[config.mk]
export PLATFORM = sky130hd
export DESIGN_NAME = usb_bus_scheduler
export DESIGN_NICKNAME = d
export VERILOG_FILES = /design/src/rtl/usb_bus_scheduler_pkg.sv /design/src/rtl/usb_rr_arbiter.sv /design/src/rtl/usb_bus_scheduler.sv
export SDC_FILE = /design/constraint.sdc
export NUM_CORES = 1
export LEC_CHECK = 0
export CAP_MARGIN = 20
export CORE_MARGIN = 2
export CORE_UTILIZATION = 51
export DETAILED_ROUTE_END_ITERATION = 10
export PLACE_DENSITY = 0.77
export RECOVER_POWER = 100
export SYNTH_ARGS = -nofsm -noshare
export SYNTH_HDL_FRONTEND = slang
export SYNTH_SLANG_ARGS = --single-unit
[constraint.sdc]
create_clock -name clk_in -period 2.5 [get_ports clk_in]
set_input_delay 0.5 -clock clk_in [delete_from_list [all_inputs] [get_ports clk_in]]
set_output_delay 0.5 -clock clk_in [all_outputs]
set_load 0.05 [all_outputs]
[src/rtl/usb_bus_scheduler_pkg.sv]
// Shared definitions for the FT60x bus scheduler: FSM state encodings,
// arbiter grant encodings and common widths.
package usb_bus_scheduler_pkg;

   localparam int unsigned STATE_W = 3;
   localparam int unsigned WORD_W  = 32;

   typedef enum logic [STATE_W-1:0] {
      ST_IDLE     = 3'd0,
      ST_TX_BURST = 3'd1,
      ST_RX_OE    = 3'd2,
      ST_RX_BURST = 3'd3,
      ST_TURN     = 3'd4
   } state_e;

   // Encoding of the arbiter's last_grant register
   localparam logic GRANT_TX = 1'b0;
   localparam logic GRANT_RX = 1'b1;

endpackage

[src/rtl/usb_rr_arbiter.sv]
// Two-way round-robin arbiter between the TX and RX paths.
// Ports:
//   clk_in, rst_in  : clock, synchronous active-high reset
//   req_tx, req_rx  : path requests
//   upd             : commit the current grant into last_grant
//   gnt_tx, gnt_rx  : one-hot (or zero) combinational grant
// last_grant resets to RX so TX wins the first tie.
module usb_rr_arbiter
   import usb_bus_scheduler_pkg::*;
(
   input  logic clk_in,
   input  logic rst_in,
   input  logic req_tx,
   input  logic req_rx,
   input  logic upd,
   output logic gnt_tx,
   output logic gnt_rx
);

   logic last_grant_q;
   logic last_grant_d;

   // On a tie, the path that did not win last time is granted
   always_comb begin
      gnt_tx       = req_tx & (~req_rx | (last_grant_q == GRANT_RX));
      gnt_rx       = req_rx & ~gnt_tx;
      last_grant_d = last_grant_q;
      if (upd && gnt_tx) begin
         last_grant_d = GRANT_TX;
      end else if (upd && gnt_rx) begin
         last_grant_d = GRANT_RX;
      end
   end

   always_ff @(posedge clk_in) begin
      if (rst_in) begin
         last_grant_q <= GRANT_RX;
      end else begin
         last_grant_q <= last_grant_d;
      end
   end

endmodule

[src/rtl/usb_bus_scheduler.sv]
// Time-shares the 32-bit FT60x 245-sync FIFO bus between the TX path
// (FPGA->host) and the RX path (host->FPGA). Grants bounded bursts with
// round-robin fairness, sequences OE one cycle before RD, and inserts
// idle turnaround cycles after every burst.
// Ports:
//   clk_in, rst_in      : bus clock, synchronous active-high reset
//   en_in               : allow new bursts / word movement
//   usb_txe, usb_rxf    : FT60x can accept / holds a word
//   tx_valid, rx_ready  : TX FIFO has a word / RX FIFO has room
//   usb_wr, usb_rd      : active-high strobes (combinational)
//   usb_oe, bus_drive   : FT60x output enable / FPGA tristate enable
//   tx_pop, rx_push     : FIFO handshakes, equal to usb_wr / usb_rd
//   state_out           : current FSM state
//   tx_words, rx_words  : wrapping total word counters
module usb_bus_scheduler
   import usb_bus_scheduler_pkg::*;
#(
   parameter int unsigned MAX_TX_BURST = 256,
   parameter int unsigned MAX_RX_BURST = 256,
   parameter int unsigned TURN_CYCLES  = 1,
   parameter int unsigned CNT_W        = 9
) (
   input  logic                clk_in,
   input  logic                rst_in,
   input  logic                en_in,
   input  logic                usb_txe,
   input  logic                usb_rxf,
   input  logic                tx_valid,
   input  logic                rx_ready,
   output logic                usb_wr,
   output logic                usb_rd,
   output logic                usb_oe,
   output logic                bus_drive,
   output logic                tx_pop,
   output logic                rx_push,
   output logic [STATE_W-1:0]  state_out,
   output logic [WORD_W-1:0]   tx_words,
   output logic [WORD_W-1:0]   rx_words
);

   localparam int unsigned TURN_W = (TURN_CYCLES > 1) ? $clog2(TURN_CYCLES) : 1;

   state_e              state_q, state_d;
   logic [CNT_W-1:0]    burst_cnt_q, burst_cnt_d;
   logic [TURN_W-1:0]   turn_cnt_q, turn_cnt_d;
   logic [WORD_W-1:0]   tx_words_q, tx_words_d;
   logic [WORD_W-1:0]   rx_words_q, rx_words_d;

   logic tx_req, rx_req;
   logic gnt_tx, gnt_rx;
   logic arb_upd;
   logic tx_move, rx_move;

   assign tx_req = en_in & usb_txe & tx_valid;
   assign rx_req = en_in & usb_rxf & rx_ready;

   usb_rr_arbiter u_arb (
      .clk_in (clk_in),
      .rst_in (rst_in),
      .req_tx (tx_req),
      .req_rx (rx_req),
      .upd    (arb_upd),
      .gnt_tx (gnt_tx),
      .gnt_rx (gnt_rx)
   );

   // Next-state, counters and strobes
   always_comb begin
      state_d     = state_q;
      burst_cnt_d = burst_cnt_q;
      turn_cnt_d  = turn_cnt_q;
      tx_words_d  = tx_words_q;
      rx_words_d  = rx_words_q;
      arb_upd     = 1'b0;
      tx_move     = 1'b0;
      rx_move     = 1'b0;
      usb_oe      = 1'b0;
      bus_drive   = 1'b0;

      unique case (state_q)
         ST_IDLE: begin
            arb_upd = 1'b1;
            if (gnt_tx) begin
               state_d     = ST_TX_BURST;
               burst_cnt_d = '0;
            end else if (gnt_rx) begin
               state_d     = ST_RX_OE;
               burst_cnt_d = '0;
            end
         end
         ST_TX_BURST: begin
            bus_drive = 1'b1;
            // en_in gates the strobe so a disable ends the burst cleanly
            tx_move   = tx_req;
            if (tx_move) begin
               burst_cnt_d = burst_cnt_q + CNT_W'(1);
               tx_words_d  = tx_words_q + WORD_W'(1);
            end
            if (!tx_move || burst_cnt_q == CNT_W'(MAX_TX_BURST - 1)) begin
               state_d    = ST_TURN;
               turn_cnt_d = '0;
            end
         end
         ST_RX_OE: begin
            // FT60x needs OE a cycle ahead of the first RD
            usb_oe  = 1'b1;
            state_d = ST_RX_BURST;
         end
         ST_RX_BURST: begin
            usb_oe  = 1'b1;
            rx_move = rx_req;
            if (rx_move) begin
               burst_cnt_d = burst_cnt_q + CNT_W'(1);
               rx_words_d  = rx_words_q + WORD_W'(1);
            end
            if (!rx_move || burst_cnt_q == CNT_W'(MAX_RX_BURST - 1)) begin
               state_d    = ST_TURN;
               turn_cnt_d = '0;
            end
         end
         ST_TURN: begin
            if (turn_cnt_q == TURN_W'(TURN_CYCLES - 1)) begin
               state_d = ST_IDLE;
            end else begin
               turn_cnt_d = turn_cnt_q + TURN_W'(1);
            end
         end
         default: state_d = ST_IDLE;
      endcase
   end

   always_ff @(posedge clk_in) begin
      if (rst_in) begin
         state_q     <= ST_IDLE;
         burst_cnt_q <= '0;
         turn_cnt_q  <= '0;
         tx_words_q  <= '0;
         rx_words_q  <= '0;
      end else begin
         state_q     <= state_d;
         burst_cnt_q <= burst_cnt_d;
         turn_cnt_q  <= turn_cnt_d;
         tx_words_q  <= tx_words_d;
         rx_words_q  <= rx_words_d;
      end
   end

   assign usb_wr    = tx_move;
   assign tx_pop    = tx_move;
   assign usb_rd    = rx_move;
   assign rx_push   = rx_move;
   assign state_out = state_q;
   assign tx_words  = tx_words_q;
   assign rx_words  = rx_words_q;

endmodule

==> results.md, run 1 <==
* Total CTS buffers at 9
* Vias in the first global route at 2847
* Clk buf depth at 2
* CTS Sinks at 77
* Crit path max-delay family: buffers and inverters
* Area growth from synthesis to layout at 28.52%
* All-Layer GR Usage at 21.28%
* DRC Markers at 0
* Avg Cell Area, Syn at slightly below 9 um2
* Root Driver: clkbuf_8
* Initial DRC count at between 100 and 150
* Async S/R FF share, synth at 0%
* Slew Limit Fails at 0
* Grt total ovfl at 0
* Max-cap violation count at 0
* DR vias/cell at 5.417
* Worst min-delay path category: reg -> reg
* Critical path cell sequence: dlygate4sd3_1 > clkbuf_1 > and3_1 > buf_4 > buf_12
* CP arrival at 1.92 ns
* Hold-fix buffers, CTS at 0
* Starting Density at 51.88%
* CP max stage cell: dlygate4sd3_1
* Met2 Routed Length at 4117 um
* Die height at 89.20 um
* Yosys Warn Count at 0
* Dpl ws at approximately 0.054 ns
* Core area at 7137 um2
* Worst-Margin Slew at around 0.60 ns
* Cell variety after synth at 50
* First-pass GRT wire length at between 10000 and 15000 um
* Worst hold margin at between 0.4 and 0.5 ns
* Post-Syn Area at between 3000 and 4000 um2
* VDD IR-drop max at ~0.00031 V
* R2r endpoint: burst_cnt_q[2]
* Hold Crit Endpoint: burst_cnt_q[8]
* Buffers on Ports at 79
* Post-placement cell count at 588
* DP Wirelength at 5976 um
* Final Non-Filler Cells at 604
* H-tree depth at 3
* Fill cell count at 617
* Post-route setup TNS at 0 ns
* Status: complete, no violations
* Post-layout min period at 2.423 ns
* WL met1 at 3844 um
* Yosys reg bits at 77
* Setup Skew at 0.01255 ns
* DRT Pass-1 Iters at 4
* RR Startpoint: state_out[1]
* Largest net degree at the start of global routing at between 40 and 50
* Kind of critical path: in -> out
* Die area at 7957 um2
* Crit start category: input port
* Biggest cell delay along the critical path at between 0.6 and 0.7 ns
* Row count at 31
* Via Count at 3272
* Register area share after synthesis at between 40% and 50%
* Hold_sp: burst_cnt_q[8]
* Syn Nets at about 440
* Worst Path Required at 2.00 ns
* Layout cells sized above 1 at 6.733%
* Area share of the largest cell type after synthesis at 41.64%
* Worst setup EP type: primary output
* Nets@finish at 511
* Peak Freq at between 400 and 500 MHz
* Slew margin rel. at 60.31%
* Cells after Synth at 424
* LEAKAGE at about 1.9 nW
* Diodes inserted at 0
* Area contributors post-synth: dfxtp_1 (42%), xor2_1 (7.3%), nor2_1 (6.4%)
* Num ports at 80
* Remaining antenna violation count at 0
* Unrepaired setup endpoints after global routing: false
* Ys flop type: dfxtp_1
* Final Wtd Congestion at 0.7975
* Worst-path clk slew at 0.08 ns
* Setup bufs post-CTS at 0
* Flop2flop setup slack at between 0.4 and 0.5 ns
* Uppermost layer routed: met4
* PwrDens at 530.8 nW/um2
* Initial antenna violation count at 0
* Crit Path Max Fanout at 6
* Post-synth EDFFs at 0
* Final hold vios at 0
* Post-CTS sizing at 0
* Clk Latency, worst-skew pair at 0.36 ns
* Die Width at ~90 um
* # setup viols final at 0
* Final WL at 8364 um
* Synth area leader: dfxtp_1
* Post-detailed-route wirelength per cell at 13.85 um
* Tcrit/Tclk final at 96.93%
* Worst Setup Slack, final at ~0.077 ns
* Worst Hold Depth at 2
* CTS tree: built
* Worst-case reg-to-reg path depth at 6
* Met3 Wirelength at around 280 um
* Worst Path Buf+Inv at 4
sequential cells by signal (all words and copies together), names as in the netlist:
name / cells
rx_words: 32
burst_cnt_q: 9
tx_words: 32
state_out: 3
u_arb.last_grant_q: 1
tightest hold or removal path, stage by stage, from the launching register on:
cell and delay, ns:
dfxtp_1 0.30, inv_1 0.07, o31ai_1 0.07
placed cells by master, fill, tap and decap left out, types with 7 or more instances in the layout:
cell type	netlist	final
nand4_1	18	20
o21ai_0	10	10
xor2_1	31	31
nand3_1	23	24
and3_1	12	12
xnor2_1	22	22
nor2_1	63	64
clkbuf_8	0	9
inv_1	7	7
dfxtp_1	77	76
and4_1	8	8
nor3_1	7	8
nor4_1	11	12
clkbuf_1	14	7
nand2_1	32	32
a21oi_1	19	19
or3_1	9	9
dlygate4sd3_1	0	68
final cells by class:
type / count / area [um2] / share of cell area (%)
Multi-Input combinational cell: 316 / 1963 / 41.26
Sequential cell: 77 / 1543 / 32.42
Timing Repair Buffer: 89 / 863.3 / 18.14
Clock buffer: 10 / 127.6 / 2.682
Tap cell: 99 / 123.9 / 2.603
Clock inverter: 6 / 111.4 / 2.340
Inverter: 7 / 26.28 / 0.5522
cell usage after synthesis, types with 2 or more instances:
| library cell | instances |
|---|---|
| dfxtp_1 | 77 |
| nor2_1 | 63 |
| nand2_1 | 32 |
| xor2_1 | 31 |
| nand3_1 | 23 |
| xnor2_1 | 22 |
| a21oi_1 | 19 |
| nand4_1 | 18 |
| clkbuf_1 | 14 |
| and3_1 | 12 |
| nor4_1 | 11 |
| o21ai_0 | 10 |
| or3_1 | 9 |
| and4_1 | 8 |
| inv_1 | 7 |
| nor3_1 | 7 |
| a311oi_1 | 6 |
| nand2b_1 | 6 |
| and2_1 | 4 |
| buf_2 | 4 |
| buf_4 | 4 |
| ha_1 | 4 |
| buf_6 | 2 |
| nand3_2 | 2 |
| nand4_4 | 2 |
| nor3_4 | 2 |
| or2_1 | 2 |
kinds of logic after synthesis:
group | count (synthesis) | share of synthesized area, %
AND/OR/NAND/NOR | 213 | 32.51
buffers and inverters | 31 | 4.089
AO/OA/AOI/OAI | 45 | 7.604
flip-flops | 77 | 41.64
adder cells (fa/ha/maj) | 4 | 1.352
multiplexers | 1 | 0.2704
XOR/XNOR | 53 | 12.54
where the power goes:
group | total (mW) | leakage (nW) | switching [mW] | internal (mW)
sequential | 1.25 | 0.621 | 0.0171 | 1.23
combinational | 0.153 | 1.15 | 0.0999 | 0.0531
clock | 1.12 | 0.116 | 0.460 | 0.663
total | 2.53 | 1.89 | 0.577 | 1.95
layer usage:
layer / track usage (%) / up-vias
met5: 0 / -
met4: 7.870 / 0
met3: 3.878 / 13
met2: 34.61 / 65
met1: 28.26 / 1562
li1: - / 1632
metrics by stage:
stage | util [%] | instance area (um2) | power (mW)
final | 66.67 | 4758 | 2.526
after global routing | 66.67 | 4758 | 2.610
after CTS | 68.08 | 4858 | 2.557
after detailed placement | 64.73 | 4619 | 1.444
after global placement | 64.73 | 4619 | 1.443
after floorplan | - | 3710 | 1.394
worst max path at each step:
stage               cells past startpoint            to  slack, ns         start
finish                                  5        tx_pop       0.08         en_in
global route                            5        usb_wr       0.03         en_in
CTS                                     2     bus_drive       0.11  state_out[1]
detailed placement                      6  tx_words[28]       0.05         en_in
global placement                        6  tx_words[30]       0.14         en_in
floorplan                               4        usb_rd       0.03  state_out[1]
No activity file was read; power rests on OpenSTA's default activity.
==> inputs of run 2 (changes only) <==
--- a/config.mk
+++ b/config.mk
@@ -8,6 +8,7 @@
 export CAP_MARGIN = 20
 export CORE_MARGIN = 2
 export CORE_UTILIZATION = 51
+export CTS_CLUSTER_SIZE = 12
 export DETAILED_ROUTE_END_ITERATION = 10
 export PLACE_DENSITY = 0.77
 export RECOVER_POWER = 100
==> results of run 2 <==
Same layout as run 1: the final DEF is identical, and so are final timing and power.
==> inputs of run 3 (changes only) <==
--- a/config.mk
+++ b/config.mk
@@ -7,10 +7,10 @@
 export LEC_CHECK = 0
 export CAP_MARGIN = 20
 export CORE_MARGIN = 2
-export CORE_UTILIZATION = 51
+export CORE_UTILIZATION = 55
 export CTS_CLUSTER_SIZE = 12
 export DETAILED_ROUTE_END_ITERATION = 10
-export PLACE_DENSITY = 0.77
+export PLACE_DENSITY = 0.83
 export RECOVER_POWER = 100
 export SYNTH_ARGS = -nofsm -noshare
 export SYNTH_HDL_FRONTEND = slang
==> constraint.sdc (replaced) <==
create_clock -name clk_in -period 2.8 [get_ports clk_in]
set_input_delay 0.56 -clock clk_in [delete_from_list [all_inputs] [get_ports clk_in]]
set_output_delay 0.56 -clock clk_in [all_outputs]
set_load 0.05 [all_outputs]
==> run 3 against run 2 <==
Against the previous run:
- sequential share of layout area rose by 0.44 points
- combinational power is 12% lower
- largest power group unchanged
- cell area fell by 1.4%
- worst setup slack better by 0.084 ns
- clock-buffer cell count is 1 higher
- cell count shrank 4.5%
- utilization is 6.4 points higher
- global-route usage is 2.7 points higher
- critical path type unchanged
- clock skew fell by 0.00072 ns
==> results.md, run 3 (synthesized netlist as in run 1, its figures left out) <==
* Status: complete, no violations
* Worst Path Required at 2.24 ns (+0.24 ns)
* DP Wirelength at 6122 um (+2.4%)
* Post-placement cell count at 562 (-4.4%)
* Slew Limit Fails at 0 (unchanged)
* Worst-Margin Slew at 0.6678 ns (+0.06987 ns)
* Clk Latency, worst-skew pair at 0.34 ns (-0.02 ns)
* Unrepaired setup endpoints after global routing: false
* Diodes inserted at 0 (unchanged)
* Internal power at 1.669 mW (-14%)
* Clk buf depth at 2 (unchanged)
* Worst Hold Depth at 2 (unchanged)
* All-Layer GR Usage at 24.00% (+2.7 points)
* Part of the power in combinational logic at 6.2% (about the same)
* Final Wtd Congestion at 0.8418 (+5.6%)
* CTS Sinks at 77 (unchanged)
* Die height at 86.05 um (-3.5%)
* Worst min-delay path category: reg -> reg
* Setup bufs post-CTS at 0 (unchanged)
* Tcrit/Tclk final at 94.27%
* Kind of critical path: in -> out
* CP arrival at 2.08 ns (+0.16 ns)
* Worst-case reg-to-reg path depth at 6 (unchanged)
* Via Count at 3305 (+1.0%)
* Hold-fix buffers, CTS at 0 (unchanged)
* Remaining antenna violation count at 0 (unchanged)
* Root Driver: clkbuf_8
* Layout cells sized above 1 at 6.000% (-0.73 points)
* DR vias/cell at 5.728 (+5.7%)
* Fill cell count at 489 (-21%)
* Area growth from synthesis to layout at 26.70%
* Sw Share at 23.09% (+0.27 points)
* CTS tree: built
* Slew margin rel. at 55.48% (-4.8 points)
* # setup viols final at 0 (unchanged)
* Critical path cell sequence: clkdlybuf4s50_1 > nand2_2 > nor2_2 > clkbuf_2 > buf_12
* Biggest cell delay along the critical path at 0.64 ns (about the same)
* Setup Skew at 0.01183 ns (-0.0007227 ns)
* Largest net degree at the start of global routing at 37 (-24%)
* PwrDens at 462.7 nW/um2 (-13%)
* VDD IR-drop max at 0.0002986 V (-4.8%)
* Fin util at 73.04% (+6.4 points)
* Worst setup EP type: primary output
* Post-route setup TNS at 0 ns (unchanged)
* CP max stage cell: clkdlybuf4s50_1
* Grt total ovfl at 0 (unchanged)
* Clk pwr share at 42.2% (-2.3 points)
* Switching Power at 501.2 uW (-13%)
* First-pass GRT wire length at 14410 um (+7.1%)
* Final WL at 8577 um (+2.5%)
* Nets@finish at 507 (-0.78%)
* Seq pwr share at 51.6% (+2.1 points)
* Die Width at 86.05 um (-3.5%)
* Post-CTS sizing at 0 (unchanged)
* Crit start category: input port
* Worst-path clk slew at 0.07 ns (about the same)
* Peak Freq at 378.9 MHz
* Post-detailed-route wirelength per cell at 14.86 um (+7.3%)
* Max-cap violation count at 0 (unchanged)
* DRC Markers at 0 (unchanged)
* Total CTS buffers at 9 (unchanged)
* Final Non-Filler Cells at 577 (-4.5%)
* Worst hold margin at 0.4933 ns (+0.008618 ns)
* Core area at 6422 um2 (-10%)
* DRT Pass-1 Iters at 4 (unchanged)
* Commonest non-fill, non-tap cell in the layout: dfxtp_1
* Total power at 2.170 mW (-14%)
* Crit Path Max Fanout at 8 (+2)
* H-tree depth at 3 (unchanged)
* Row count at 29 (-6.5%)
* Most frequent cells in the layout: dfxtp_1 (77), dlygate4sd3_1 (67), nor2_1 (63)
* Die area at 7404 um2 (-6.9%)
* Final hold vios at 0 (unchanged)
* Num ports at 80 (unchanged)
* Initial antenna violation count at 0 (unchanged)
* Starting Density at 57.65% (+5.8 points)
* Buffers on Ports at 79 (unchanged)
* Vias in the first global route at 3093 (+8.6%)
* Post-layout min period at 2.640 ns
* Initial DRC count at 165 (+28%)
* LEAKAGE at 1.887 nW (about the same)
[run 3: path summary, 6_finish.rpt]
| check | start | to | slack [ns] |
|---|---|---|---|
| worst max-delay path | en_in | usb_rd | 0.16 |
| worst min-delay path | burst_cnt_q[1] | burst_cnt_q[1] | 0.49 |
| worst max register to register | state_out[0] | rx_words[30] | 0.46 |
| worst min register to register | burst_cnt_q[1] | burst_cnt_q[1] | 0.49 |
[run 3: area by class of cell]
| type | instances | area (um2) | share of cell area [%] |
|---|---|---|---|
| repair buffers | 85 | 834.6 | 17.79 |
| multi-input cells | 316 | 1978 | 42.17 |
| clock inverters | 4 | 72.57 | 1.547 |
| clock buffers | 11 | 141.4 | 3.014 |
| flip-flops and latches | 77 | 1541 | 32.86 |
| well taps | 77 | 96.34 | 2.054 |
| inverters | 7 | 26.28 | 0.5601 |
[run 3: worst max-delay path, delay by kind of cell]
family                 cells  cell delay [ns]
buffers and inverters      3             1.02
AND/OR/NAND/NOR            2             0.49
[run 3: layer usage]
metal  up-vias  part of all wire (%)  GRT usage [%]
met3        13                   4.4          4.139
met1      1579                    44          29.70
met4         0                   1.5          9.091
met5         -                     0              0
li1       1637                     -              -
met2        76                    50          41.58
[run 3: power by group through the flow]
| stage | combinational (mW) | sequential [mW] | clock [mW] |
|---|---|---|---|
| final | 0.135 | 1.12 | 0.915 |
| after global routing | 0.146 | 1.12 | 0.976 |
| after CTS | 0.141 | 1.12 | 0.927 |
| after detailed placement | 0.140 | 1.15 | 0 |
| after global placement | 0.138 | 1.15 | 0 |
| after floorplan | 0.0945 | 1.15 | 0 |
[run 3: metrics by stage]
| stage | setup WS, ns | cell area (um2) |
|---|---|---|
| floorplan | 0.1715 | 3709 |
| global placement | 0.2860 | 4551 |
| detailed placement | 0.1867 | 4551 |
| CTS | 0.1566 | 4765 |
| global route | 0.06909 | 4691 |
| finish | 0.1605 | 4691 |
